$ cat config.mk
export PLATFORM = sky130hd
export DESIGN_NAME = cascaded_counter_ctl
export DESIGN_NICKNAME = d
export VERILOG_FILES = /design/src/rtl/casc_cnt_pkg.sv /design/src/rtl/casc_cnt_stage.sv /design/src/rtl/cascaded_counter_ctl.sv
export SDC_FILE = /design/constraint.sdc
export NUM_CORES = 1
export LEC_CHECK = 0
export CAP_MARGIN = 25
export CORE_UTILIZATION = 42
export CTS_CLUSTER_SIZE = 30
export DETAILED_ROUTE_END_ITERATION = 10
export GPL_TIMING_DRIVEN = 0
export PLACE_DENSITY_LB_ADDON = 0.12
export SLEW_MARGIN = 30
export SYNTH_ARGS = -nofsm -noshare
export SYNTH_HDL_FRONTEND = slang
export SYNTH_HIERARCHICAL = 1
export SYNTH_SLANG_ARGS = --single-unit
$ cat constraint.sdc
create_clock -name clk -period 1.61 [get_ports clk]
set_clock_uncertainty 0.1 [all_clocks]
set_input_delay 0.4025 -clock clk [delete_from_list [all_inputs] [get_ports clk]]
set_output_delay 0.4025 -clock clk [all_outputs]
set_load 0.01 [all_outputs]
$ cat src/rtl/casc_cnt_pkg.sv
// Shared types and default widths for the cascaded counter controller.
package casc_cnt_pkg;

    localparam int DEF_LO_W = 4;
    localparam int DEF_HI_W = 4;

    typedef enum logic [1:0] {
        ST_IDLE = 2'd0,
        ST_RUN  = 2'd1,
        ST_DONE = 2'd2
    } cc_state_t;

endpackage

$ cat src/rtl/casc_cnt_stage.sv
// Modulo counter stage: counts 0..limit and wraps to 0. A count already above
// the limit (limit lowered mid-run) also wraps to 0 on the next enabled edge.
// Priority: clear_n > load > clr > en.
module casc_cnt_stage
    import casc_cnt_pkg::*;
#(
    parameter int W = DEF_LO_W
) (
    input  logic         clk,
    input  logic         clear_n,
    input  logic         clr,
    input  logic         en,
    input  logic         load,
    input  logic [W-1:0] limit,
    input  logic [W-1:0] load_value,
    output logic [W-1:0] cnt
);

    // Count register with synchronous reset, load, restart clear and modulo advance.
    always_ff @(posedge clk) begin
        if (!clear_n) begin
            cnt <= '0;
        end else if (load) begin
            cnt <= load_value;
        end else if (clr) begin
            cnt <= '0;
        end else if (en) begin
            cnt <= (cnt >= limit) ? '0 : cnt + W'(1);
        end
    end

endmodule

$ cat src/rtl/cascaded_counter_ctl.sv
// Two-stage cascaded counter with run/stop/one-shot control.
// The high stage advances on edges where the registered low count equals tap.
// Optional parallel load is enabled by defining SYNC_LOAD_EN.
//
// state   | meaning
// --------+-----------------------------------------------------------
// ST_IDLE | count held; start resumes from the held count
// ST_RUN  | counting; stop halts, one-shot terminal moves to ST_DONE
// ST_DONE | count held at terminal; start restarts from zero
module cascaded_counter_ctl
    import casc_cnt_pkg::*;
#(
    parameter int LO_W = DEF_LO_W,
    parameter int HI_W = DEF_HI_W
) (
    input  logic                 clk,
    input  logic                 clear_n,
    input  logic                 start,
    input  logic                 stop,
    input  logic                 one_shot,
    input  logic [LO_W-1:0]      lo_max,
    input  logic [LO_W-1:0]      tap,
`ifdef SYNC_LOAD_EN
    input  logic                 load,
    input  logic [LO_W+HI_W-1:0] load_value,
`endif
    output logic [LO_W+HI_W-1:0] cct_output,
    output logic                 tap_pulse,
    output logic                 wrap_pulse,
    output logic                 busy,
    output logic                 done
);

    localparam logic [HI_W-1:0] HI_ALL = '1;

    cc_state_t             state_q;
    cc_state_t             state_d;
    logic [LO_W-1:0]       lo;
    logic [HI_W-1:0]       hi;
    logic                  load_eff;
    logic [LO_W+HI_W-1:0]  load_val;
    logic                  count_en;
    logic                  hi_en;
    logic                  restart;
    logic                  tap_d;
    logic                  wrap_d;

`ifdef SYNC_LOAD_EN
    assign load_eff = load;
    assign load_val = load_value;
`else
    assign load_eff = 1'b0;
    assign load_val = '0;
`endif

    // Next state, stage enables and pulse values; load > stop > start > count.
    always_comb begin
        state_d  = state_q;
        count_en = 1'b0;
        hi_en    = 1'b0;
        restart  = 1'b0;
        tap_d    = 1'b0;
        wrap_d   = 1'b0;
        if (load_eff) begin
            if (state_q == ST_DONE) begin
                state_d = ST_IDLE;
            end
        end else if (stop) begin
            state_d = ST_IDLE;
        end else if (start && (state_q != ST_RUN)) begin
            restart = (state_q == ST_DONE);
            state_d = ST_RUN;
        end else if (state_q == ST_RUN) begin
            count_en = 1'b1;
            if (lo == tap) begin
                tap_d = 1'b1;
                if (hi == HI_ALL) begin
                    wrap_d = 1'b1;
                    // One-shot terminal freezes hi at all-ones; free-run wraps it.
                    if (one_shot) begin
                        state_d = ST_DONE;
                    end else begin
                        hi_en = 1'b1;
                    end
                end else begin
                    hi_en = 1'b1;
                end
            end
        end
    end

    // State register and event pulse registers.
    always_ff @(posedge clk) begin
        if (!clear_n) begin
            state_q    <= ST_IDLE;
            tap_pulse  <= 1'b0;
            wrap_pulse <= 1'b0;
        end else begin
            state_q    <= state_d;
            tap_pulse  <= tap_d;
            wrap_pulse <= wrap_d;
        end
    end

    casc_cnt_stage #(.W(LO_W)) u_lo (
        .clk        (clk),
        .clear_n    (clear_n),
        .clr        (restart),
        .en         (count_en),
        .load       (load_eff),
        .limit      (lo_max),
        .load_value (load_val[LO_W-1:0]),
        .cnt        (lo)
    );

    casc_cnt_stage #(.W(HI_W)) u_hi (
        .clk        (clk),
        .clear_n    (clear_n),
        .clr        (restart),
        .en         (hi_en),
        .load       (load_eff),
        .limit      (HI_ALL),
        .load_value (load_val[LO_W+HI_W-1:LO_W]),
        .cnt        (hi)
    );

    assign cct_output = {hi, lo};
    assign busy       = (state_q == ST_RUN);
    assign done       = (state_q == ST_DONE);

endmodule

* Word level (Yosys, flattened, before mapping)
Cells that the tools add are included.
Storage, ports and cells: bits in latches 0, output and inout port bits 12, logic and storage cells 50, register bits 12, memories kept 0, bits in writable memories 0, memory bits (read-only) 0, input port bits 13
Cells by class: reductions and logical operators 12, divide/modulo/power cells 0, bitwise logic cells 3, multipliers 0, $lt $le $gt $ge 2, muxes and demuxes 20, add/sub/neg operators 2, shift operators 0, eq/ne operators 5
Operators with widths (count):
- 1-bit two-way mux | 18
- 4-bit by 1-bit adder with 4-bit output, second input constant | 2
- 4-bit two-way mux | 2
- 4-bit AND reduction | 2
- 2-bit nonzero test | 4
- 5-bit OR reduction | 1
- 4-bit equality test | 1
- 4-bit equality test, second input constant | 1
- 4-bit >= comparator | 1
- 4-bit >= comparator, second input constant | 1
- 2-bit OR reduction | 2
- 4-bit OR reduction | 1
- 1-bit inverter | 3
- 3-bit OR reduction | 1
- 2-bit by 1-bit equality test with 1-bit output, second input constant | 1
- 2-bit equality test, second input constant | 1
- 2-bit by 1-bit inequality test with 1-bit output, second input constant | 1
- 1-bit logical AND | 1

* Longest topological paths before layout
Gate-level depths: netlist of run 1.
word-level depth 6, mapped depth 8, gate-level depth less buffers 7

* Modules after synthesis
The synthesis of run 1 kept the hierarchy.
By module, submodules not included:
- casc_cnt_stage | cells an instance 37, area an instance 302.8 um^2, instances 2, seq. area each 80.1 um^2
- cascaded_counter_ctl | cells an instance 30, area an instance 257.7 um^2, instances 1, seq. area each 80.1 um^2

* Worst setup path before layout of run 1
No wires, ideal clock.
path type in2reg, from input port tap[3], to register u_hi.cnt[2], library setup time 74 ps, arrival 1557 ps, stages 8, data required time 1436 ps, slack -121 ps, cells stage by stage xor2_1 -> nor3_2 -> nand3_2 -> nor3_2 -> or3_1 -> clkbuf_1 -> o21ai_0 -> a31oi_1
Between the ends: cells in the longest elaborated chain, start to end 5
Ends and longest elaborated chain:
- start, declared | line cascaded_counter_ctl.sv:22 | input logic [LO_W-1:0] tap,
- 4-bit equality test | line cascaded_counter_ctl.sv:75 | if (lo == tap) begin
- 1-bit two-way mux | line cascaded_counter_ctl.sv:75
- 1-bit two-way mux | line cascaded_counter_ctl.sv:73 | end else if (state_q == ST_RUN) begin
- 1-bit two-way mux | line cascaded_counter_ctl.sv:70 | end else if (start && (state_q != ST_RUN)) begin
- 1-bit two-way mux | line cascaded_counter_ctl.sv:68 | end else if (stop) begin
- via hi_en | line cascaded_counter_ctl.sv:43 | logic hi_en;
- end signal, assigned | line casc_cnt_stage.sv:24 | cnt <= load_value;
- end signal, assigned | line casc_cnt_stage.sv:28 | cnt <= (cnt >= limit) ? '0 : cnt + W'(1);
- end, declared | line casc_cnt_stage.sv:16 | output logic [W-1:0] cnt
The timed path passes the listed nets, and every way through them passes these cells. A chain may end at the register's enable or synchronous reset.

* Worst setup path after layout of run 1
from input port one_shot, to register u_hi.cnt[0]
Between the ends: cells in the longest elaborated chain, start to end 6
Ends and longest elaborated chain:
- start, declared | line cascaded_counter_ctl.sv:20 | input logic one_shot,
- 1-bit two-way mux | line cascaded_counter_ctl.sv:80 | if (one_shot) begin
- 1-bit two-way mux | line cascaded_counter_ctl.sv:77 | if (hi == HI_ALL) begin
- 1-bit two-way mux | line cascaded_counter_ctl.sv:75
- 1-bit two-way mux | line cascaded_counter_ctl.sv:73
- 1-bit two-way mux | line cascaded_counter_ctl.sv:70
- 1-bit two-way mux | line cascaded_counter_ctl.sv:68
- via hi_en | line cascaded_counter_ctl.sv:43
The timed path passes the listed nets, and every way through them passes these cells.

==> results of run 1 <==
==> how the worst max path moves through the flow <==
stage	start	to	cells after the start
finish	one_shot	u_hi/cnt[0]	7
global route	u_lo/cnt[1]	u_hi/cnt[1]	7
CTS	tap[3]	u_hi/cnt[1]	8
detailed placement	tap[1]	u_hi/cnt[1]	9
global placement	tap[1]	u_hi/cnt[1]	9
floorplan	state_q[1]	u_lo/cnt[3]	6
==> sequential cells by signal (all words and copies together) (netlist names) <==
signal and cells:
u_lo/cnt 4, tap_pulse 1, u_hi/cnt 4, state_q 2, wrap_pulse 1
==> power by group through the flow <==
stage | clock network [mW] | registers, mW | logic [mW]
floorplan | 0 | 0.353 | 0.122
global placement | 0 | 0.352 | 0.212
global route | 0.213 | 0.351 | 0.267
detailed placement | 0 | 0.353 | 0.216
finish | 0.184 | 0.346 | 0.239
CTS | 0.195 | 0.347 | 0.218
==> critical path, cell delays in order <==
cell and delay (ns):
clkdlybuf4s50_1 0.45, inv_1 0.05, nor2_2 0.11, nor3_2 0.06
or3_4 0.42, o21ai_2 0.15, a21oi_1 0.05
==> cell usage in the layout, fill, tap and decap left out, types with 2 or more instances in the layout <==
cell | synthesis | layout
a21oi_1 | 3 | 3
a22oi_1 | 2 | 2
a31oi_1 | 6 | 6
buf_4 | 0 | 5
clkbuf_2 | 0 | 2
clkbuf_4 | 0 | 3
clkdlybuf4s50_1 | 0 | 2
conb_1 | 2 | 24
dfxtp_1 | 12 | 4
dfxtp_2 | 0 | 3
dfxtp_4 | 0 | 5
dlygate4sd2_1 | 0 | 13
dlymetal6s2s_1 | 0 | 6
ha_1 | 10 | 8
ha_4 | 0 | 2
inv_1 | 9 | 8
inv_2 | 1 | 2
nand2_1 | 13 | 13
nand2b_1 | 2 | 2
nand3_1 | 2 | 2
nand4_1 | 2 | 2
nor2_1 | 4 | 3
nor3_2 | 3 | 3
nor3b_1 | 3 | 2
o211ai_1 | 2 | 2
o21a_2 | 2 | 2
o21ai_0 | 8 | 3
o21ai_1 | 0 | 4
or3_4 | 0 | 2
xnor2_1 | 2 | 2
xor2_1 | 5 | 4
==> per-stage QoR <==
step / hold slack, ns / std cells
floorplan: 0.338 / 126
global placement: 0.356 / 177
detailed placement: 0.357 / 177
CTS: 0.376 / 180
global route: 0.387 / 183
finish: 0.376 / 183
==> timing repair <==
action                     CTS  global route
cloned                       0             0
setup endpoints to repair   20            13
pin swaps                   14            14
buffers inserted             2             3
resized for setup           33            20
==> routing by layer <==
metal	global-route usage	up-vias	share of wire
li1	-	448	-
met1	0.238	395	0.44
met2	0.329	12	0.52
met3	0.0462	4	0.025
met4	0.0514	0	0.015
met5	0	-	0
==> cell families (layout without fill, tap and decap cells) <==
kind of cell,Yosys count,after routing,share of synthesized area
buffers and inverters,12,42,0.0522
and+or+nand+nor,34,34,0.219
AOI/OAI and AO/OA,26,26,0.207
other,2,24,0.00870
adders and majority gates,10,10,0.145
DFF,12,12,0.278
xor gates and xnor gates,8,8,0.0899
==> area by class of cell <==
cell class | instances | share of cell area
clock buffers | 3 | 0.0167
inverters | 10 | 0.0278
well taps | 27 | 0.0250
flip-flops and latches | 12 | 0.194
repair buffers | 29 | 0.197
multi-input cells | 102 | 0.539
==> synthesized netlist by cell type (3+ instances only) <==
cell	instances	area (sq um)
a21oi_1	3	15.0
xor2_1	5	43.8
ha_1	10	125
o21ai_0	8	40.0
nor3b_1	3	22.5
inv_1	9	33.8
a31oi_1	6	37.5
nor3_2	3	30.0
nor2_1	4	15.0
nand2_1	13	48.8
dfxtp_1	12	240
==> impl_metrics.yaml, run 1 <==
run_status:
  outcome: "complete, but fails checks"
  violations: "negative setup slack"
setup_path:
  cp_max_fo: 8
  regToRegSetupSlack_ns: -0.03
  crit_type: "in -> reg"
  crit_path_start_kind: "input pin"
  r2r_cells: 6
  cp-end-kind: "flop"
  worstPathRequired_ns: 1.66
  cp_data_arrival_time_ns: 1.69
  reg2reg_to: "u_hi/cnt[0]"
  r2r_start: "u_hi/cnt[2]"
floorplan:
  fp.dieArea_sq_mm: 0.00224
  die_w_microns: 47.3
  core_area_sq_mm: 0.00194
  io_pins: 25
  die_h_microns: 47.3
  start_util: 0.445
  rows: 16
layout:
  multi_input_area_sq_um: 728
  fin_area_sq_mm: 0.00135
  register_area_sq_um: 263
  syn_to_final_growth_pct: 56.5
  postLayoutCoreUtil: 0.696
  finalNetCount: 181
  antenna_cells: 0
  drive_above_1_share: 0.244
  fillers: 175
run:
  cap_violations: 0
clock_network:
  cts-root-buf: "clkbuf_4"
  cts_tree: "yes"
  clock_latency_ns: 0.27
  h-tree-depth: 1
  cts_hold_buf: 0
  path_clk_slew_ns: 0.07
  numClockSinks: 12
  cts-buffers-inserted: 3
  cts_buffer_depth: 2
sta:
  fin_crit_sh: 1.02
  fin_crit_ns: 1.64
  maxSlewViolCount: 0
  setup_ws_ns: -0.0298
  hold_viol_final: 0
  fmax_ghz: 0.610
  rsz0062_at_grt: "yes"
  fin_setup_tns_ns: -0.0807
  finalSetupViolCount: 4
place:
  dpl.hpwl_microns: 1420
  gp_congestion: 0.721
  place_area_sq_mm: 0.00123
  port_buffers: 24
  dp_worst_setup_slack_ns: -0.658
min_path:
  hp-start: "state_q[1]"
  hold_end: "state_q[1]"
  hold_depth: 1
  min_path_type: "reg -> reg"
routing:
  wire_per_inst_microns: 11.7
  viasPerCell: 4.69
  vias: 859
  drc: 0
  detail-route-antenna-nets: 0
  drt_first_pass_iters: 4
  drt-total-wl_microns: 2140
  drt-initial-drc-count: 3
synthesis:
  synth_seq_cells: 12
  yosys_warnings: 6
  synth-edff-count: 0
  synth_cells: 104
  synth_area_sq_um: 863
  ys_types: 28
  seq_area_frac_synth: 0.278
  synth_area_per_cell_sq_um: 8.30
  synthFlopType: "dfxtp_1"
  synthArstFlopShare: 0
pwr:
  p_comb_frac: 0.310
  intPower_mw: 0.526
  power_mw: 0.769
  swShare: 0.316
  ir_drop_mv: 0.363
  p_sw_mw: 0.243
  power_density_mw_per_mm2: 569
  p_leak_nw: 0.693
  seqPwrFrac: 0.450
  power.share.clock: 0.239
global_routing:
  antenna_found_initial: 0
  grt_pass1_wl_microns: 2970
  grt_max_degree: 10
  grt_pass1_vias: 703
  grt_overflow: 0
  grt_usage: 0.192
Power figures use the tool's default switching activity.
==> inputs of run 2 (changes only) <==
- CTS_CLUSTER_DIAMETER: unset -> 100
==> results of run 2 <==
The final DEF is identical to that of run 1; final timing and power are the same.
==> inputs of run 3 (changes only) <==
- CAP_MARGIN: 25 -> 20
==> results of run 3 <==
The final DEF is identical to that of run 1; final timing and power are the same.
